$ cat config.mk
export PLATFORM = sky130hd
export DESIGN_NAME = bin_to_seg_scanner
export DESIGN_NICKNAME = d
export VERILOG_FILES = /design/src/rtl/bin_to_seg_pkg.sv /design/src/rtl/bcd_seg_decoder.sv /design/src/rtl/bin_to_seg_scanner.sv
export SDC_FILE = /design/constraint.sdc
export NUM_CORES = 1
export LEC_CHECK = 0
export CAP_MARGIN = 20
export CORE_MARGIN = 1.5
export CORE_UTILIZATION = 51
export CTS_CLUSTER_SIZE = 25
export DETAILED_ROUTE_END_ITERATION = 8
export GPL_TIMING_DRIVEN = 0
export PLACE_DENSITY = 0.84
export SLEW_MARGIN = 5
export SYNTH_ARGS = -nofsm -noshare
export SYNTH_HDL_FRONTEND = slang
export SYNTH_SLANG_ARGS = --single-unit
$ cat constraint.sdc
create_clock -name clk -period 1.95 [get_ports clk]
set_input_delay 0.39 -clock clk [delete_from_list [all_inputs] [get_ports clk]]
set_output_delay 0.39 -clock clk [all_outputs]
set_load 0.05 [all_outputs]
$ cat src/rtl/bin_to_seg_pkg.sv
// Shared definitions for the binary-to-7-segment scanner: segment codes,
// converter state encoding and the digit-count helper used at elaboration.
package bin_to_seg_pkg;

  // Active-low segment patterns, bit order {g,f,e,d,c,b,a}
  localparam logic [6:0] SEG_0     = 7'h40;
  localparam logic [6:0] SEG_1     = 7'h79;
  localparam logic [6:0] SEG_2     = 7'h24;
  localparam logic [6:0] SEG_3     = 7'h30;
  localparam logic [6:0] SEG_4     = 7'h19;
  localparam logic [6:0] SEG_5     = 7'h12;
  localparam logic [6:0] SEG_6     = 7'h02;
  localparam logic [6:0] SEG_7     = 7'h78;
  localparam logic [6:0] SEG_8     = 7'h00;
  localparam logic [6:0] SEG_9     = 7'h10;
  localparam logic [6:0] SEG_BLANK = 7'h7F;

  typedef enum logic [1:0] {
    IDLE  = 2'd0,
    SHIFT = 2'd1,
    DONE  = 2'd2
  } conv_state_t;

  // Number of decimal digits needed to show 2^width-1.
  function automatic int min_digits(input int width);
    longint unsigned max_val;
    int n;
    max_val = (64'd1 << width) - 64'd1;
    n = 1;
    while (max_val >= 64'd10) begin
      max_val = max_val / 64'd10;
      n++;
    end
    return n;
  endfunction

endpackage

$ cat src/rtl/bcd_seg_decoder.sv
// One BCD nibble (plus blank request) to a 7-segment pattern, with
// selectable output polarity.
module bcd_seg_decoder
  import bin_to_seg_pkg::*;
#(
  parameter bit SEG_ACTIVE_LOW = 1'b1
) (
  input  logic [3:0] nibble,
  input  logic       blank,
  output logic [6:0] seg
);

  logic [6:0] seg_low;

  always_comb begin
    // NOTE: default assignment first so every path drives seg_low (no latch).
    seg_low = SEG_BLANK;
    if (!blank) begin
      case (nibble)
        4'd0:    seg_low = SEG_0;
        4'd1:    seg_low = SEG_1;
        4'd2:    seg_low = SEG_2;
        4'd3:    seg_low = SEG_3;
        4'd4:    seg_low = SEG_4;
        4'd5:    seg_low = SEG_5;
        4'd6:    seg_low = SEG_6;
        4'd7:    seg_low = SEG_7;
        4'd8:    seg_low = SEG_8;
        4'd9:    seg_low = SEG_9;
        default: seg_low = SEG_BLANK;
      endcase
    end
  end

  assign seg = SEG_ACTIVE_LOW ? seg_low : ~seg_low;

endmodule

$ cat src/rtl/bin_to_seg_scanner.sv
// Iterative double-dabble converter (one shift per clock) feeding a
// time-multiplexed, leading-zero-blanked 7-segment display scan.
module bin_to_seg_scanner
  import bin_to_seg_pkg::*;
#(
  parameter int WIDTH          = 8,
  parameter int DIGITS         = 3,
  parameter int SCAN_DIV       = 50000,
  parameter bit BLANK_LZ       = 1'b1,
  parameter bit SEG_ACTIVE_LOW = 1'b1
) (
  input  logic                  clk,
  input  logic                  reset,
  input  logic                  in_valid,
  output logic                  in_ready,
  input  logic [WIDTH-1:0]      in_data,
  output logic [4*DIGITS-1:0]   bcd_out,
  output logic                  bcd_valid,
  output logic [6:0]            seg_out,
  output logic [DIGITS-1:0]     digit_sel
);

  if (WIDTH < 4 || WIDTH > 32) begin : g_bad_width
    $fatal(1, "bin_to_seg_scanner: WIDTH must be 4..32");
  end
  if (DIGITS < min_digits(WIDTH)) begin : g_bad_digits
    $fatal(1, "bin_to_seg_scanner: DIGITS too small for WIDTH");
  end
  if (SCAN_DIV < 2) begin : g_bad_div
    $fatal(1, "bin_to_seg_scanner: SCAN_DIV must be >= 2");
  end

  localparam int BCD_W = 4 * DIGITS;
  localparam int CNT_W = $clog2(WIDTH + 1);
  localparam int PRE_W = $clog2(SCAN_DIV);
  localparam int IDX_W = $clog2(DIGITS);
  localparam logic [6:0] SEG_RESET = SEG_ACTIVE_LOW ? SEG_0 : ~SEG_0;

  conv_state_t      state;
  logic [WIDTH-1:0] shreg;
  logic [BCD_W-1:0] scratch;
  logic [BCD_W-1:0] scratch_adj;
  logic [BCD_W-1:0] scratch_shifted;
  logic [CNT_W-1:0] count;

  // Double-dabble correction: any digit >= 5 gets +3 before the shift.
  always_comb begin
    scratch_adj = scratch;
    for (int k = 0; k < DIGITS; k++) begin
      if (scratch[4*k +: 4] >= 4'd5) scratch_adj[4*k +: 4] = scratch[4*k +: 4] + 4'd3;
    end
  end

  assign scratch_shifted = {scratch_adj[BCD_W-2:0], shreg[WIDTH-1]};

  // The result is published on the last shift edge, so bcd_valid is high
  // exactly while the FSM sits in DONE and in_ready returns one cycle later.
  always_ff @(posedge clk or posedge reset) begin
    // NOTE: sequential state uses non-blocking assignments only.
    if (reset) begin
      state     <= IDLE;
      in_ready  <= 1'b1;
      shreg     <= '0;
      scratch   <= '0;
      count     <= '0;
      bcd_out   <= '0;
      bcd_valid <= 1'b0;
    end else begin
      bcd_valid <= 1'b0;
      unique case (state)
        IDLE: begin
          if (in_valid) begin
            shreg    <= in_data;
            scratch  <= '0;
            count    <= CNT_W'(WIDTH);
            in_ready <= 1'b0;
            state    <= SHIFT;
          end
        end
        SHIFT: begin
          scratch <= scratch_shifted;
          shreg   <= {shreg[WIDTH-2:0], 1'b0};
          count   <= count - 1'b1;
          if (count == CNT_W'(1)) begin
            bcd_out   <= scratch_shifted;
            bcd_valid <= 1'b1;
            state     <= DONE;
          end
        end
        DONE: begin
          in_ready <= 1'b1;
          state    <= IDLE;
        end
        default: begin
          in_ready <= 1'b1;
          state    <= IDLE;
        end
      endcase
    end
  end

  logic [PRE_W-1:0] prescale;
  logic [IDX_W-1:0] digit_idx;

  always_ff @(posedge clk or posedge reset) begin
    if (reset) begin
      prescale  <= '0;
      digit_idx <= '0;
    end else if (prescale == PRE_W'(SCAN_DIV - 1)) begin
      prescale  <= '0;
      digit_idx <= (digit_idx == IDX_W'(DIGITS - 1)) ? '0 : digit_idx + 1'b1;
    end else begin
      prescale <= prescale + 1'b1;
    end
  end

  // A digit above 0 is blank when it and every digit above it are zero.
  logic [DIGITS-1:0] blank;
  logic              zero_run;

  always_comb begin
    blank    = '0;
    zero_run = 1'b1;
    for (int k = DIGITS - 1; k > 0; k--) begin
      zero_run = zero_run & (bcd_out[4*k +: 4] == 4'd0);
      blank[k] = BLANK_LZ & zero_run;
    end
  end

  logic [3:0] cur_nibble;
  logic       cur_blank;
  logic [6:0] cur_seg;

  assign cur_nibble = bcd_out[4*digit_idx +: 4];
  assign cur_blank  = blank[digit_idx];

  bcd_seg_decoder #(
    .SEG_ACTIVE_LOW(SEG_ACTIVE_LOW)
  ) u_decoder (
    .nibble(cur_nibble),
    .blank (cur_blank),
    .seg   (cur_seg)
  );

  always_ff @(posedge clk or posedge reset) begin
    if (reset) begin
      seg_out   <= SEG_RESET;
      digit_sel <= ~DIGITS'(1);
    end else begin
      seg_out   <= cur_seg;
      digit_sel <= ~(DIGITS'(1) << digit_idx);
    end
  end

endmodule

==> results.txt, run 1 <==
* Run status: finished clean
- Number of nets produced by synthesis: 344
* Setup CP Type: reg -> out
- For this run, the detailed router's first-pass iteration total came to 4.
- On the worst path, the slowest cell contributes a delay of 800 ps.
- Hold Fails Final Rpt: 0
- The completed layout was analyzed and its total power is 6.16 mW.
- The clock arrives with 11.4 ps of skew.
- Most common cell after layout, fill and taps aside: dfrtp_1
* Port bufs: 34
* Placement Setup Slack: -266 ps
- The average instance in the mapped netlist occupies 10.4 um2.
- CTS placed an instance of clkbuf_8 at the clock tree root.
- In this run, the number of DRC markers left after iteration 0 of detailed routing was 152.
- In the routed design, unresolved DRC markers number 0.
* Starting density of the core: 52.4%
* Placed cell area: 3770 um2
- Clock transition at path regs: 70 ps
- Source-to-sink clock delay at the later pin of the worst-skew pair: 340 ps
- Average routed wire per standard cell: 15.2 um
- Fill cells: 502
- Proportion of synthesized chip area in sequential cells: 51.6%
* Maximum number of pins on one net before global-route repair: 38
- Max-cap violations in this run came to 0.
* Via count of the first global-routing pass: 2577
* Area of the core: 6310 um2
- Across all hold checks on the routed design, the worst slack comes to 486 ps.
- Placer congestion estimate: 0.827
- Synthesis-stage register bit count: 68
- Site row count: 29
- TritonCTS clock tree: done
- Fmax: 532 MHz
- Ratio of routed vias to standard cells: 5.65
* First-pass GRT wire length: 11.8 mm
- Summed over all cells, the static leakage comes to 1.80 nW.
- The worst path meets setup with 69.6 ps of slack.
* Vertical die dimension: 83.5 um
* Floorplan die area: 6980 um2
* Post-route core utilization: 63.7%
- Transition time of the tightest slew-check pin: 692 ps
- Startpoint types: flip-flop
- Finish-stage setup viols: 0
* EDFF count, synth: 0
- Horizontal die dimension: 83.5 um
- Kind of end point of the critical path: primary output
- Count of yosys warnings during synthesis: 0
- In the synthesized netlist the dominant register cell turns out to be dfrtp_1.
- Total negative setup slack: 0 ps
- IR analysis of the VDD net gives a maximum drop of 1.06 mV.
* Dominant delay contributor by cell family on the critical path: buffers and inverters
* Count of different cell masters after synthesis: 46
- Final cell count without fillers: 448
- The min-delay analysis places its worst path in the category reg -> reg.
- The tree built by TritonCTS fans out to 68 sinks.
* Post-detailed-placement half-perimeter wirelength: 4.71 mm
* Maximum number of buffers from clock root to sink: 2
- H-tree depth reported by CTS: 3
* Area Overhead vs Synth: 21.6%
- The number of antenna violations at the first check in global routing is 0.
- The max-slew violation total from the final report is 0.
* Ratio of cells with drive above 1 in the final layout: 13.2%
- In the finished design, the share of the clock period the worst path needs comes to 96.4%.
- Residual overflow from global routing: 0
* I/O pin count: 35
- Data arrives at the worst endpoint at 1490 ps.
- Once placement completed, the tool counted placed cells totaling 431.
* Gr usage total: 21.3%
- Along the worst path, the maximum fanout reaches 1.
- Netlist Area Pre-Place: 3310 um2
- Number of clock buffers inserted by TritonCTS: 9
- After routing the design area is 4020 um2.
- Headroom to the max-slew limit: 53.8%
- Among all stages on the critical path, the largest delay is contributed by clkdlybuf4s50_1.
- Pwr/cell area: 1530 nW/um2
- Crit path required time: 1560 ps
- For this block, the routed nets add up to 6.83 mm of wire.
- Routed Antenna Nets: 0
- Counting I/O delays and the setup requirement, the final critical path takes 1880 ps.
* Bufs and invs on worst path: 1
- The detailed router placed 2533 vias in this run.
* Mapped Cells: 319
- The critical path goes through clkdlybuf4s50_1.
- At the end of the flow, the number of nets in the layout was 391.
- Synth async-reset ratio: 100%
* Commonest non-fill, non-tap cells in the layout: dfrtp_1 (64), nand2_1 (34), o21ai_0 (34)
- The number of antenna diodes in the final layout is 0.
## area by class of cell
| type | count | area (um2) | area share (%) |
|---|---|---|---|
| Tap cell | 77 | 96.3 | 2.40 |
| Clock buffer | 15 | 176 | 4.39 |
| Timing Repair Buffer | 36 | 352 | 8.74 |
| Multi-Input combinational cell | 220 | 1530 | 38.0 |
| Buffer | 12 | 58.8 | 1.46 |
| Inverter | 19 | 75.1 | 1.87 |
| Clock inverter | 1 | 30.0 | 0.747 |
| Sequential cell | 68 | 1710 | 42.4 |
## Yosys cell counts, types with 4 or more instances
library cell	instances	area (um2)
nand2b_1	6	37.5
nand3_1	4	20.0
ha_1	14	175
buf_2	4	20.0
mux2i_1	12	120
nand2_1	34	128
xor2_1	5	43.8
nand4_1	5	31.3
dfrtp_1	64	1600
and3b_1	4	35.0
clkbuf_1	7	26.3
nor4_1	4	25.0
nor3_1	6	30.0
inv_1	19	71.3
a21oi_1	16	80.1
nor2b_1	7	43.8
xnor2_1	11	96.3
mux2_2	7	78.8
dfstp_2	4	105
o21ai_0	34	170
nor2_1	13	48.8
## registers in the layout, summed over array words and instances, names as in the netlist
register and count:
prescale 16, bcd_out 12, scratch 12, shreg 8, seg_out 7, count 4, digit_sel 3, digit_idx 2
state 2, bcd_valid 1, in_ready 1
## report_power, final
group / internal [mW] / switching, mW / total [mW] / leakage, nW
combinational: 1.00 / 1.74 / 2.74 / 0.832
sequential: 1.85 / 0.377 / 2.23 / 0.860
clock: 0.698 / 0.491 / 1.19 / 0.104
total: 3.55 / 2.60 / 6.16 / 1.80
## cell families (layout without fill, tap and decap cells)
family                   after synthesis  count (layout)  share of synthesized area (%)
AND/OR/NAND/NOR                       98              98                           15.8
adder cells (fa/ha/maj)               14              14                           5.30
multiplexers                          19              19                           6.02
AO/OA/AOI/OAI                         73              73                           13.3
XOR/XNOR                              16              16                           4.24
flip-flops                            68              68                           51.6
buffers and inverters                 31              83                           3.71
## final timing paths
kind / from / end / slack (ps) / cells past startpoint
worst max-delay path: bcd_valid$_DFF_PP0_ / bcd_valid / 70 / 1
worst min-delay path: shreg[5]$_DFFE_PP0P_ / shreg[5]$_DFFE_PP0P_ / 490 / 2
worst max register to register: digit_idx[0]$_DFFE_PP0N_ / seg_out[4]$_DFF_PP0_ / 110 / 9
worst min register to register: shreg[5]$_DFFE_PP0P_ / shreg[5]$_DFFE_PP0P_ / 490 / 2
max in group asynchronous: reset / digit_sel[2]$_DFF_PP1_ / 790 / 3
min in group asynchronous: reset / shreg[0]$_DFFE_PP0P_ / 500 / 2
## repair_timing
action	4_1_cts	5_1_grt
setup endpoints to repair	33	23
gates resized for setup	19	13
hold buffers	0	0
pin swaps	0	0
buffers inserted	0	1
## layer usage
metal | vias to the layer above | part of all wire, % | global-route usage (%)
li1 | 1211 | - | -
met1 | 1240 | 43 | 25.9
met2 | 73 | 51 | 36.1
met3 | 9 | 5.1 | 5.74
met4 | 0 | 1.2 | 8.35
met5 | - | 0 | 0
## worst min-delay path, stage by stage (launching register included)
cell and delay (ps):
dfrtp_1 340, nand2_1 40, o21ai_0 60
No activity file was read; power rests on OpenSTA's default activity.
==> inputs of run 2 (changes only) <==
Settings changed: ABC_CLOCK_PERIOD_IN_PS set to 1950, SETUP_SLACK_MARGIN set to 0.02, SLEW_MARGIN 5 to 25.
==> run 2 against run 1 <==
Against the previous run: combinational power about the same; total power down 0.46%; global-route usage down 0.099 points; cell count up 0.67%; highest routed layer unchanged.
==> results.txt, run 2 (synthesized netlist as in run 1, its figures left out) <==
- Run status: finished clean
- Final non-filler cell area: 4060 um2 (+0.93%)
* Average routed wire per standard cell: 15.1 um (-1.0%)
* Starting density of the core: 52.4% (unchanged)
- The largest registers in the layout are prescale (16), bcd_out (12), scratch (12).
* Number of clock buffers inserted by TritonCTS: 9 (unchanged)
- H-tree depth reported by CTS: 3 (unchanged)
- First-pass GRT wire length: 11.8 mm (-0.35%)
- The combined flip-flop and latch cell area was 1710 um2 (unchanged).
* Multi-input gate area in the final layout: 1550 um2 (+1.4%)
- The flip-flop count of the largest register, all copies and words added came to 16 (unchanged).
- Post-detailed-placement half-perimeter wirelength: 4.75 mm (+0.96%)
- The relative slew slack was 64.9% (+11 points).
* Worst setup startpoint: bcd_valid$_DFF_PP0_
- Traced cell by cell, the critical path runs through clkdlybuf4s50_1.
- Clock root buffer: clkbuf_8
- Vertical die dimension: 83.5 um (unchanged)
* Fmax: 534 MHz (+0.41%)
- Ranked by flip-flop count, first place goes to prescale.
- Crit path required time: 1560 ps (about the same)
- The slowest stage of the critical path belongs to the cell clkdlybuf4s50_1.
* Iteration-0 DRC count of the detailed router: 104 (-32%)
* TritonCTS clock tree: done
- The maximum ir drop on the vdd rail is 1.10 mV (+3.5%).
- Antenna violations before repair: 0 (unchanged)
- The number of sinks handled by clock tree synthesis came to 68 (unchanged).
- Post-route core utilization: 64.3% (+0.59 points)
* Pre-antenna DRT Iters: 4 (unchanged)
- Start of the worst register-to-register path: digit_idx[1]$_DFFE_PP0N_
- The worst setup path is of the reg -> out kind.
- The non-filler instance count after layout came to 451 (+0.67%).
- Placer congestion estimate: 0.827 (unchanged)
- Peak per-stage delay on the critical path: 800 ps (about the same)
- Kind of end point of the critical path: primary output
* Overall via count from detail_route: 2506 (-1.1%)
- The remaining routing DRC violations is 0 (unchanged).
* Total negative setup slack: 0 ps (unchanged)
- The x dimension of the die came to 83.5 um (unchanged).
- The critical path arrival came to 1480 ps (about the same).
- The critical-path maximum fanout came to 1 (unchanged).
* Unrepaired setup endpoints after global routing: false
- Area of the core: 6310 um2 (unchanged)
* Maximum number of buffers from clock root to sink: 2 (unchanged)
* Final Cycle Share: 96.0% (-0.39 points)
* Dominant delay contributor by cell family on the critical path: buffers and inverters
* Commonest non-fill, non-tap cells in the layout: dfrtp_1 (64), nand2_1 (34), o21ai_0 (34)
- The number of buffer and inverter instances along the worst setup path is 1 (unchanged).
- The global-route usage over all layers is 21.2% (-0.099 points).
- The clock insertion delay at the later pin of the skew report is 350 ps (about the same).
- The count of filler cells inserted in the layout came to 481 (-4.2%).
* Routed Antenna Nets: 0 (unchanged)
- The max-slew violation total from the final report is 0 (unchanged).
* Pwr/cell area: 1510 nW/um2 (-1.4%)
* Maximum number of pins on one net before global-route repair: 32 (-16%)
- Worst clock skew: 14.6 ps (+3.21 ps)
- Floorplan die area: 6980 um2 (unchanged)
- Number of inserted diodes: 0 (unchanged)
- The hold-fix buffer count after cts is 0 (unchanged).
- The max-cap check violation count is 0 (unchanged).
* Most common cell after layout, fill and taps aside: dfrtp_1
* Type of the tightest min-delay check: in -> async
* I/O pin count: 35 (unchanged)
* Finish-stage setup viols: 0 (unchanged)
* Final Net Count: 394 (+0.77%)
- The placed cell area was 3790 um2 (+0.53%).
- Residual overflow from global routing: 0 (unchanged)
- The clock input transition at the sequential cells of the worst setup and hold paths was 80 ps (about the same).
* Leakage dissipation: 1.81 nW (+0.50%)
- The number of placement rows came to 29 (unchanged).
- From synthesis to final layout, the design area changed by 22.7%.
- Startpoint types: flip-flop
- Ratio of routed vias to standard cells: 5.56 (-1.7%)
* Post-route minimum period: 1870 ps (-7.63 ps)
- The share of cells above drive strength 1 came to 13.6% (+0.43 points).
- The detailed-route wire length is 6.81 mm (-0.35%).
* Hold Fails Final Rpt: 0 (unchanged)
- The number of I/O port buffers was 34 (unchanged).
- The cell count after placement was 432 (+0.23%).
* Transition time of the tightest slew-check pin: 524 ps (-168 ps)
- Via count of the first global-routing pass: 2562 (-0.58%)
## run 2: report_power, final
part / internal [mW] / switching [mW] / total (mW)
Combinational: 1.03 / 1.74 / 2.77
Sequential: 1.85 / 0.374 / 2.23
Clock: 0.626 / 0.510 / 1.14
Total: 3.51 / 2.62 / 6.13
## run 2: area by class of cell
cell class	count	share of cell area (%)
Buffer	12	1.45
Clock buffer	14	3.76
Clock inverter	2	0.863
Inverter	19	1.85
Multi-Input combinational cell	220	38.1
Sequential cell	68	42.0
Tap cell	77	2.37
Timing Repair Buffer	39	9.53
## run 2: what timing repair did
| action | CTS | global route |
|---|---|---|
| buffers inserted | 0 | 3 |
| endpoints found under the setup margin | 33 | 34 |
| gates resized for setup | 19 | 15 |
| pin swaps | 0 | 2 |
## run 2: metrics by stage
stage | power [mW] | worst slack, ps | hold slack (ps)
final | 6.13 | 77.3 | 336
after global routing | 6.50 | 4.88 | 353
after CTS | 6.07 | 21.7 | 349
after detailed placement | 4.98 | -234 | 476
after global placement | 4.83 | -202 | 467
after floorplan | 4.13 | 77.0 | 449
## run 2: metal layers
| layer | track usage [%] | part of all wire, % | vias to the layer above |
|---|---|---|---|
| met3 | 6.73 | 3.8 | 10 |
| met1 | 26.2 | 44 | 1231 |
| li1 | - | - | 1221 |
| met5 | 0 | 0 | - |
| met4 | 5.07 | 1.4 | 0 |
| met2 | 36.3 | 51 | 44 |
## run 2: worst paths after layout
path / cells past startpoint / end / slack [ps]
max: 1 / bcd_valid / 80
min: 2 / prescale[2]$_DFF_PP0_ / 340
max reg2reg: 8 / seg_out[3]$_DFF_PP0_ / 140
min reg2reg: 1 / prescale[0]$_DFF_PP0_ / 490
max in group asynchronous: 3 / digit_sel[1]$_DFF_PP1_ / 1120
min in group clk: 1 / prescale[0]$_DFF_PP0_ / 490
